==> config.mk <==
export PLATFORM = sky130hd
export DESIGN_NAME = amp_wave_pwm
export DESIGN_NICKNAME = d
export VERILOG_FILES = /design/src/rtl/amp_wave_pwm_pkg.sv /design/src/rtl/amp_wave_pwm_bcd2bin_clamp.sv /design/src/rtl/amp_wave_pwm.sv
export SDC_FILE = /design/constraint.sdc
export NUM_CORES = 1
export LEC_CHECK = 0
export BUFFER_PORTS_ARGS = -buffer_cell sky130_fd_sc_hd__buf_2
export CAP_MARGIN = 30
export CORE_UTILIZATION = 64
export CTS_CLUSTER_DIAMETER = 150
export CTS_CLUSTER_SIZE = 8
export DETAILED_ROUTE_END_ITERATION = 12
export PLACE_DENSITY = 0.83
export RECOVER_POWER = 25
export SYNTH_ARGS = -nofsm -noshare
export SYNTH_HDL_FRONTEND = slang
export SYNTH_SLANG_ARGS = --single-unit
==> constraint.sdc <==
create_clock -name i_clk -period 11.3 [get_ports i_clk]
set_input_delay 1.695 -clock i_clk [delete_from_list [all_inputs] [get_ports i_clk]]
set_output_delay 1.695 -clock i_clk [all_outputs]
set_load 0.005 [all_outputs]
==> src/rtl/amp_wave_pwm_pkg.sv <==
// Shared constants for the amplitude-scaled triangle PWM generator.
// Also provides the BCD digit clamp used by the setting consumers.
package amp_wave_pwm_pkg;

  localparam int PWM_W    = 8;
  localparam int SCALE_K  = 662;
  localparam int SCALE_SH = 16;
  localparam int BCD_MAX  = 9;
  localparam int PROD_W   = 25;

  // An out-of-range nibble is treated as the largest legal digit.
  function automatic logic [3:0] clampDigit(input logic [3:0] digit);
    return (digit > 4'(BCD_MAX)) ? 4'(BCD_MAX) : digit;
  endfunction

endpackage

==> src/rtl/amp_wave_pwm_bcd2bin_clamp.sv <==
// Registered two-digit BCD to binary conversion, clamping each illegal nibble to 9.
// The result spans 0..99.
module bcd2bin_clamp
  import amp_wave_pwm_pkg::*;
(
  input  logic       i_clk,
  input  logic       i_rst_n,
  input  logic [7:0] i_bcd,
  output logic [6:0] o_bin
);

  logic [3:0] w_tens;
  logic [3:0] w_ones;
  logic [6:0] w_bin;
  logic [6:0] r_bin;

  assign w_tens = clampDigit(i_bcd[7:4]);
  assign w_ones = clampDigit(i_bcd[3:0]);
  assign w_bin  = (7'(w_tens) * 7'd10) + 7'(w_ones);

  always_ff @(posedge i_clk or negedge i_rst_n) begin
    if (!i_rst_n) begin
      r_bin <= '0;
    end else begin
      r_bin <= w_bin;
    end
  end

  assign o_bin = r_bin;

endmodule

==> src/rtl/amp_wave_pwm.sv <==
// Triangle-wave generator scaled by a BCD amplitude percentage.
// Drives one-bit PWM for an RC DAC and exposes the 8-bit sample.
module amp_wave_pwm
  import amp_wave_pwm_pkg::*;
#(
  parameter int PHASE_W = 24,
  parameter int PWM_W   = 8
) (
  input  logic               i_clk,
  input  logic               i_rst_n,
  input  logic               i_en,
  input  logic [7:0]         i_amp_bcd,
  input  logic [PHASE_W-1:0] i_freq_word,
  output logic               o_pwm_out,
  output logic [PWM_W-1:0]   o_sample,
  output logic               o_sample_valid
);

  logic [PWM_W-1:0]   r_cnt;
  logic [PHASE_W-1:0] r_phase;
  logic [6:0]         r_ampLat;
  logic [PWM_W-1:0]   r_scaled;
  logic [PWM_W-1:0]   r_sample;
  logic               r_sampleValid;
  logic               r_pwm;

  logic [6:0]         w_ampBin;
  logic               w_wrap;
  logic [PWM_W-1:0]   w_t;
  logic [PWM_W-1:0]   w_tri;
  logic [PROD_W-1:0]  w_product;
  logic [PWM_W-1:0]   w_scaled;

  bcd2bin_clamp u_bcd2bin (
    .i_clk   (i_clk),
    .i_rst_n (i_rst_n),
    .i_bcd   (i_amp_bcd),
    .o_bin   (w_ampBin)
  );

  assign w_wrap = i_en && (r_cnt == '1);

  // Reflect the rising ramp in the upper half of the phase to get one peak per cycle.
  assign w_t       = r_phase[PHASE_W-2 -: PWM_W];
  assign w_tri     = r_phase[PHASE_W-1] ? ~w_t : w_t;
  assign w_product = PROD_W'(w_tri) * PROD_W'(r_ampLat) * PROD_W'(SCALE_K);
  assign w_scaled  = PWM_W'(w_product >> SCALE_SH);

  always_ff @(posedge i_clk or negedge i_rst_n) begin
    if (!i_rst_n) begin
      r_cnt <= '0;
    end else if (!i_en) begin
      r_cnt <= '0;
    end else begin
      r_cnt <= r_cnt + 1'b1;
    end
  end

  // Phase and amplitude only move on a wrap, so the product has a whole period to settle.
  always_ff @(posedge i_clk or negedge i_rst_n) begin
    if (!i_rst_n) begin
      r_scaled <= '0;
    end else begin
      r_scaled <= w_scaled;
    end
  end

  always_ff @(posedge i_clk or negedge i_rst_n) begin
    if (!i_rst_n) begin
      r_sample      <= '0;
      r_phase       <= '0;
      r_ampLat      <= '0;
      r_sampleValid <= 1'b0;
    end else begin
      r_sampleValid <= w_wrap;
      if (w_wrap) begin
        r_sample <= r_scaled;
        r_phase  <= r_phase + i_freq_word;
        r_ampLat <= w_ampBin;
      end
    end
  end

  always_ff @(posedge i_clk or negedge i_rst_n) begin
    if (!i_rst_n) begin
      r_pwm <= 1'b0;
    end else begin
      r_pwm <= i_en && (r_cnt < r_sample);
    end
  end

  assign o_pwm_out      = r_pwm;
  assign o_sample       = r_sample;
  assign o_sample_valid = r_sampleValid;

endmodule

== After elaboration in Yosys (flattened, before gate mapping) ==
Cells that the tools add are included.
Widths: inputs -> output; s select.

* Flip-flop bits (word level): 64
* Input port bits: 35
* Output and inout bits: 10
* Logic and storage cells: 25

* Add/subtract/negate cells: 3
* $mul: 3
* $lt $le $gt $ge: 3
* Eq/ne operators: 1
* Mux-type cells: 4
* Bitwise operators: 1
* Reductions and logical operators: 2

{| class="wikitable"
|+ Operators with widths
! cell !! number
|-
| $add 24x24->24 || 1
|-
| $mul 15x9->23 const B || 1
|-
| $mux 8 || 2
|-
| $mul 8x7->15 || 1
|-
| $add 8x1->8 const B || 1
|-
| $eq 8x8->1 const B || 1
|-
| $gt 4x4->1 const B || 2
|-
| $lt 8x8->1 || 1
|-
| $mux 4 || 2
|-
| $not 8->8 || 1
|-
| $add 7x4->7 || 1
|-
| $mul 4x3->6 const B || 1
|-
| $logic_and 1x1->1 || 2
|}

== Longest topological paths before layout ==
* Depth in word-level cells: 4
* Gate-level depth with buffers: 34
* Depth with buffers taken out: 33

== Modules after synthesis ==
From an unflattened synthesis, not the netlist that was laid out.

* Cell total of the unflattened synthesis: 863
* Area total of the unflattened synthesis: 8,001.4 sq um

{| class="wikitable"
|+ Modules (own cells, without submodules)
! module !! times used !! cells an instance !! area an instance (sq um) !! seq. area each (sq um)
|-
| amp_wave_pwm || 1 || 818 || 7,532.2 || 1,426.4
|-
| bcd2bin_clamp || 1 || 45 || 469.2 || 175.2
|}

== Least setup slack after synthesis ==
No wires, ideal clock.

* Kind: reg2reg
* Start: register r_phase[23]
* End: register r_scaled[5]
* Setup time: 0.080 ns
* Arrival time: 8.012 ns
* Data required time: 11.220 ns
* Setup slack: 3.208 ns
* Cell stages (with the launch flop): 32
* Buffers on the path: 1
* Period minus slack after synthesis: 8.092 ns
* Path through: dfrtp_1 > buf_6 > xor2_1 > and2_1 > fa_1 > fa_1 > fa_1 > inv_1 > fa_1 > inv_1 > ha_1 > or3_4 > o32a_4 > a31oi_4 > o21ai_2 > xnor2_4 > ha_1 > inv_1 > ha_1 > fa_1 > inv_1 > fa_1 > inv_1 > ha_1 > a21o_1 > a21o_1 > a21oi_1 > a2bb2oi_1 > o21ai_4 > o21ai_0 > nor2b_1 > xnor2_1

* Word-level cells in the longest chain between the ends: 3

{| class="wikitable"
|+ RTL lines
! what !! line !! source
|-
| start, declared || amp_wave_pwm.sv:20 || <nowiki>logic [PHASE_W-1:0] r_phase;</nowiki>
|-
| start signal, assigned || amp_wave_pwm.sv:78 || <nowiki>r_phase <= r_phase + i_freq_word;</nowiki>
|-
| $mux 8 || amp_wave_pwm.sv:45 || <nowiki>assign w_tri = r_phase[PHASE_W-1] ? ~w_t : w_t;</nowiki>
|-
| $mul 8x7->15 || amp_wave_pwm.sv:46 || <nowiki>assign w_product = PROD_W'(w_tri) * PROD_W'(r_ampLat) * PROD_W'(SCALE_K);</nowiki>
|-
| $mul 15x9->23 || amp_wave_pwm.sv:46 ||
|-
| via w_product[21] || amp_wave_pwm.sv:31 || <nowiki>logic [PROD_W-1:0] w_product;</nowiki>
|-
| end signal, assigned || amp_wave_pwm.sv:64 || <nowiki>r_scaled <= w_scaled;</nowiki>
|-
| end, declared || amp_wave_pwm.sv:22 || <nowiki>logic [PWM_W-1:0] r_scaled;</nowiki>
|}

The timed path passes the listed nets, and every way through them passes these cells.
A chain may end at the register's enable or synchronous reset.

== Final worst setup path ==
Same ends and word-level chain as after synthesis.

==> run metrics <==
outcome=complete, but fails checks; failing checks=max-capacitance violations, max-slew violations; placed cell count=1072; Ant. Diodes=0; initial antenna violation count=0; dpl hpwl=12400 um; Syn. warnings=0; MaxCap Viol Count=1; post-cts sizing count=0; Final GP Congestion=0.852; TritonCTS clock tree=yes; Max Fclk=113 MHz; DR WL/cell=14.4 um; power density over the cells=62.5 nW/um^2; syn nets=1116; top-area cell type share of the netlist area=22.2%; hold buffer count at cts=0; Critical Path End Type=register; FP Rows=40; DR pass1 iterations=5; ranking of synthesized cells by area=ha_1 (22%), dfrtp_1 (20%), fa_1 (15%); post-layout min period=8860 ps; Die Ht=115 um; clock buffer depth=2; type of the most critical hold path=reg2reg; Setup Total Neg Slack=0 ps; Post-synth top cells=ha_1 (144), inv_1 (142), nand2_1 (80); Mapped Cells=875; asr flop ratio synth=100%; top-count cell post-synth=ha_1; P&R area growth vs syn=8.14%; Final Non-Filler Cells=1088; Port Buffers=44; Worst path slowest cell=dfrtp_1; Final Hold Fails=0; vias=5989; Seq/Total Area, Yosys=19.8%; top-level I/O count=45; GRT overflow=0; Initial Utilization=66.6%; Post-synth EDFFs=0; max-slew violations=65; # setup viols final=0; Mapped Area=8100 sq um; Post-CTS Setup Bufs=0; Worst Path Required=11550 ps; Leak Pwr=5.09 nW; fin nets=1156; Worst slew margin=-130%; Die ar.=13100 sq um; Core Region=12200 sq um; root buf cell=clkbuf_16; slowest stage delay, CP=680 ps; DRC=0; Final Cycle Share=78.4%; first-pass GRT wire length=26900 um; Worst VDD drop=0.0925 mV; post-synth cell types=65; vias in the first global route=5940; Clock Skew=5.61 ps; Worst-Margin Slew=3440 ps; post-DR vias/cell=5.50; Arrival @ worst endpoint=9110 ps; layout cells sized above 1=8.70%; Critical Path Source Type=register; pin count of the biggest net entering global routing=65; DIE WIDTH=115 um; crit-path most repeated cell=fa_1; initial DRC count=269; Reg clk slew, reported paths=50 ps; global-route usage over all layers=26.1%; clock net sink count=64; CP Class=reg2reg; Yosys reg bits=64; Filler cells=924; H-tree level count=3; total power=0.548 mW; routed wire length=15700 um; RSZ-0062 raised after global routing=no; ANT nets after route=0; Clock Latency Late Sink=330 ps; Inserted Clock Buffers=9; Critical Path Fanout Max=9; Yosys top cell by area=ha_1; Mean Syn Cell Area=9.26 sq um; Primary FF master, synth=dfrtp_1
-- per-stage QoR --
| step | hold WS, ps | util (%) | cell area, sq um | setup WS (ps) |
|---|---|---|---|---|
| final | 434 | 72.0 | 8760 | 2440 |
| after global routing | 464 | 72.0 | 8760 | 2030 |
| after CTS | 436 | 72.1 | 8770 | 2440 |
| after detailed placement | 420 | 69.7 | 8470 | 2470 |
| after global placement | 418 | 69.7 | 8470 | 2730 |
| after floorplan | 414 | - | 8100 | 3210 |
-- critical path, delay by kind of cell (launching register included) --
| family | cells | cell delay, ps |
|---|---|---|
| adders and majority gates | 10 | 4200 |
| AOI/OAI and AO/OA | 9 | 2100 |
| and+or+nand+nor | 3 | 820 |
| xor gates and xnor gates | 3 | 750 |
| DFF | 1 | 680 |
| buffers and inverters | 5 | 230 |
-- power breakdown --
group | switching (mW) | total, mW | internal, mW | leakage (nW)
clock | 0.105 | 0.271 | 0.166 | 0.137
combinational | 0.0229 | 0.0402 | 0.0173 | 4.12
sequential | 0.00229 | 0.237 | 0.235 | 0.836
total | 0.130 | 0.548 | 0.418 | 5.09
-- worst paths after layout --
path	endpoint	startpoint	cells after the start	slack, ps
worst max register to register	r_scaled[5]$_DFF_PN0_	r_phase[23]$_DFFE_PN0P_	30	2440
max in group asynchronous	o_sample_valid$_DFF_PN0_	i_rst_n	2	6710
worst min register to register	r_ampLat[2]$_DFFE_PN0P_	u_bcd2bin.o_bin[2]$_DFF_PN0_	2	430
min in group asynchronous	r_phase[15]$_DFFE_PN0P_	i_rst_n	2	2620
worst min-delay path	r_ampLat[2]$_DFFE_PN0P_	u_bcd2bin.o_bin[2]$_DFF_PN0_	2	430
worst max-delay path	r_scaled[5]$_DFF_PN0_	r_phase[23]$_DFFE_PN0P_	30	2440
-- layer usage --
layer / up-vias / track usage [%] / share of wire, %
li1: 2966 / - / -
met2: 123 / 43.2 / 48
met4: 0 / 7.71 / 2.0
met5: - / 0 / 0
met3: 27 / 3.18 / 3.3
met1: 2873 / 36.0 / 47
-- flip-flops by register name, indices dropped and copies added, names as in the netlist --
| register | cells |
|---|---|
| r_cnt | 8 |
| r_scaled | 8 |
| u_bcd2bin.o_bin | 7 |
| o_sample | 8 |
| o_pwm_out | 1 |
| r_phase | 24 |
| o_sample_valid | 1 |
| r_ampLat | 7 |
-- cells by family after synthesis --
family,after synthesis,synth area share (%)
mux,5,0.633
compound gates,150,12.6
fa+ha+maj,206,37.6
simple gates,223,14.0
xor+xnor,66,7.83
flops,64,19.8
buf+inv,161,7.58
-- area by class of cell --
class / instances / area [sq um] / area share, %
clock buffers: 12 / 267 / 3.04
clock inverters: 4 / 27.5 / 0.314
inverters: 144 / 541 / 6.17
multi-input cells: 650 / 5880 / 67.2
flip-flops and latches: 64 / 1600 / 18.3
well taps: 168 / 210 / 2.40
repair buffers: 46 / 229 / 2.61
-- placed cells by master, fill, tap and decap left out, types with 2 or more instances in the layout --
cell type and instances:
o21bai_1 2, ha_1 144, nand3_1 13, o31ai_1 3, o21ai_0 42, o21a_1 9, nor3_1 4, and2_1 52
nand2b_1 11, a21o_1 27, clkbuf_1 3, nor2_1 24, nor2b_1 10, a211oi_1 7, xor2_1 27, and3_1 4
clkinvlp_4 3, xor2_4 2, and2_0 4, dfrtp_1 64, or3_1 5, o21ai_2 2, or2_2 3, a221oi_2 3
buf_2 42, nand4_1 4, o211ai_1 4, clkbuf_16 9, nand2_1 80, clkbuf_8 3, xnor2_1 36, o21ai_1 3
a21oi_1 31, mux2i_1 4, fa_1 62, inv_1 142
No activity file was read; power rests on OpenSTA's default activity.
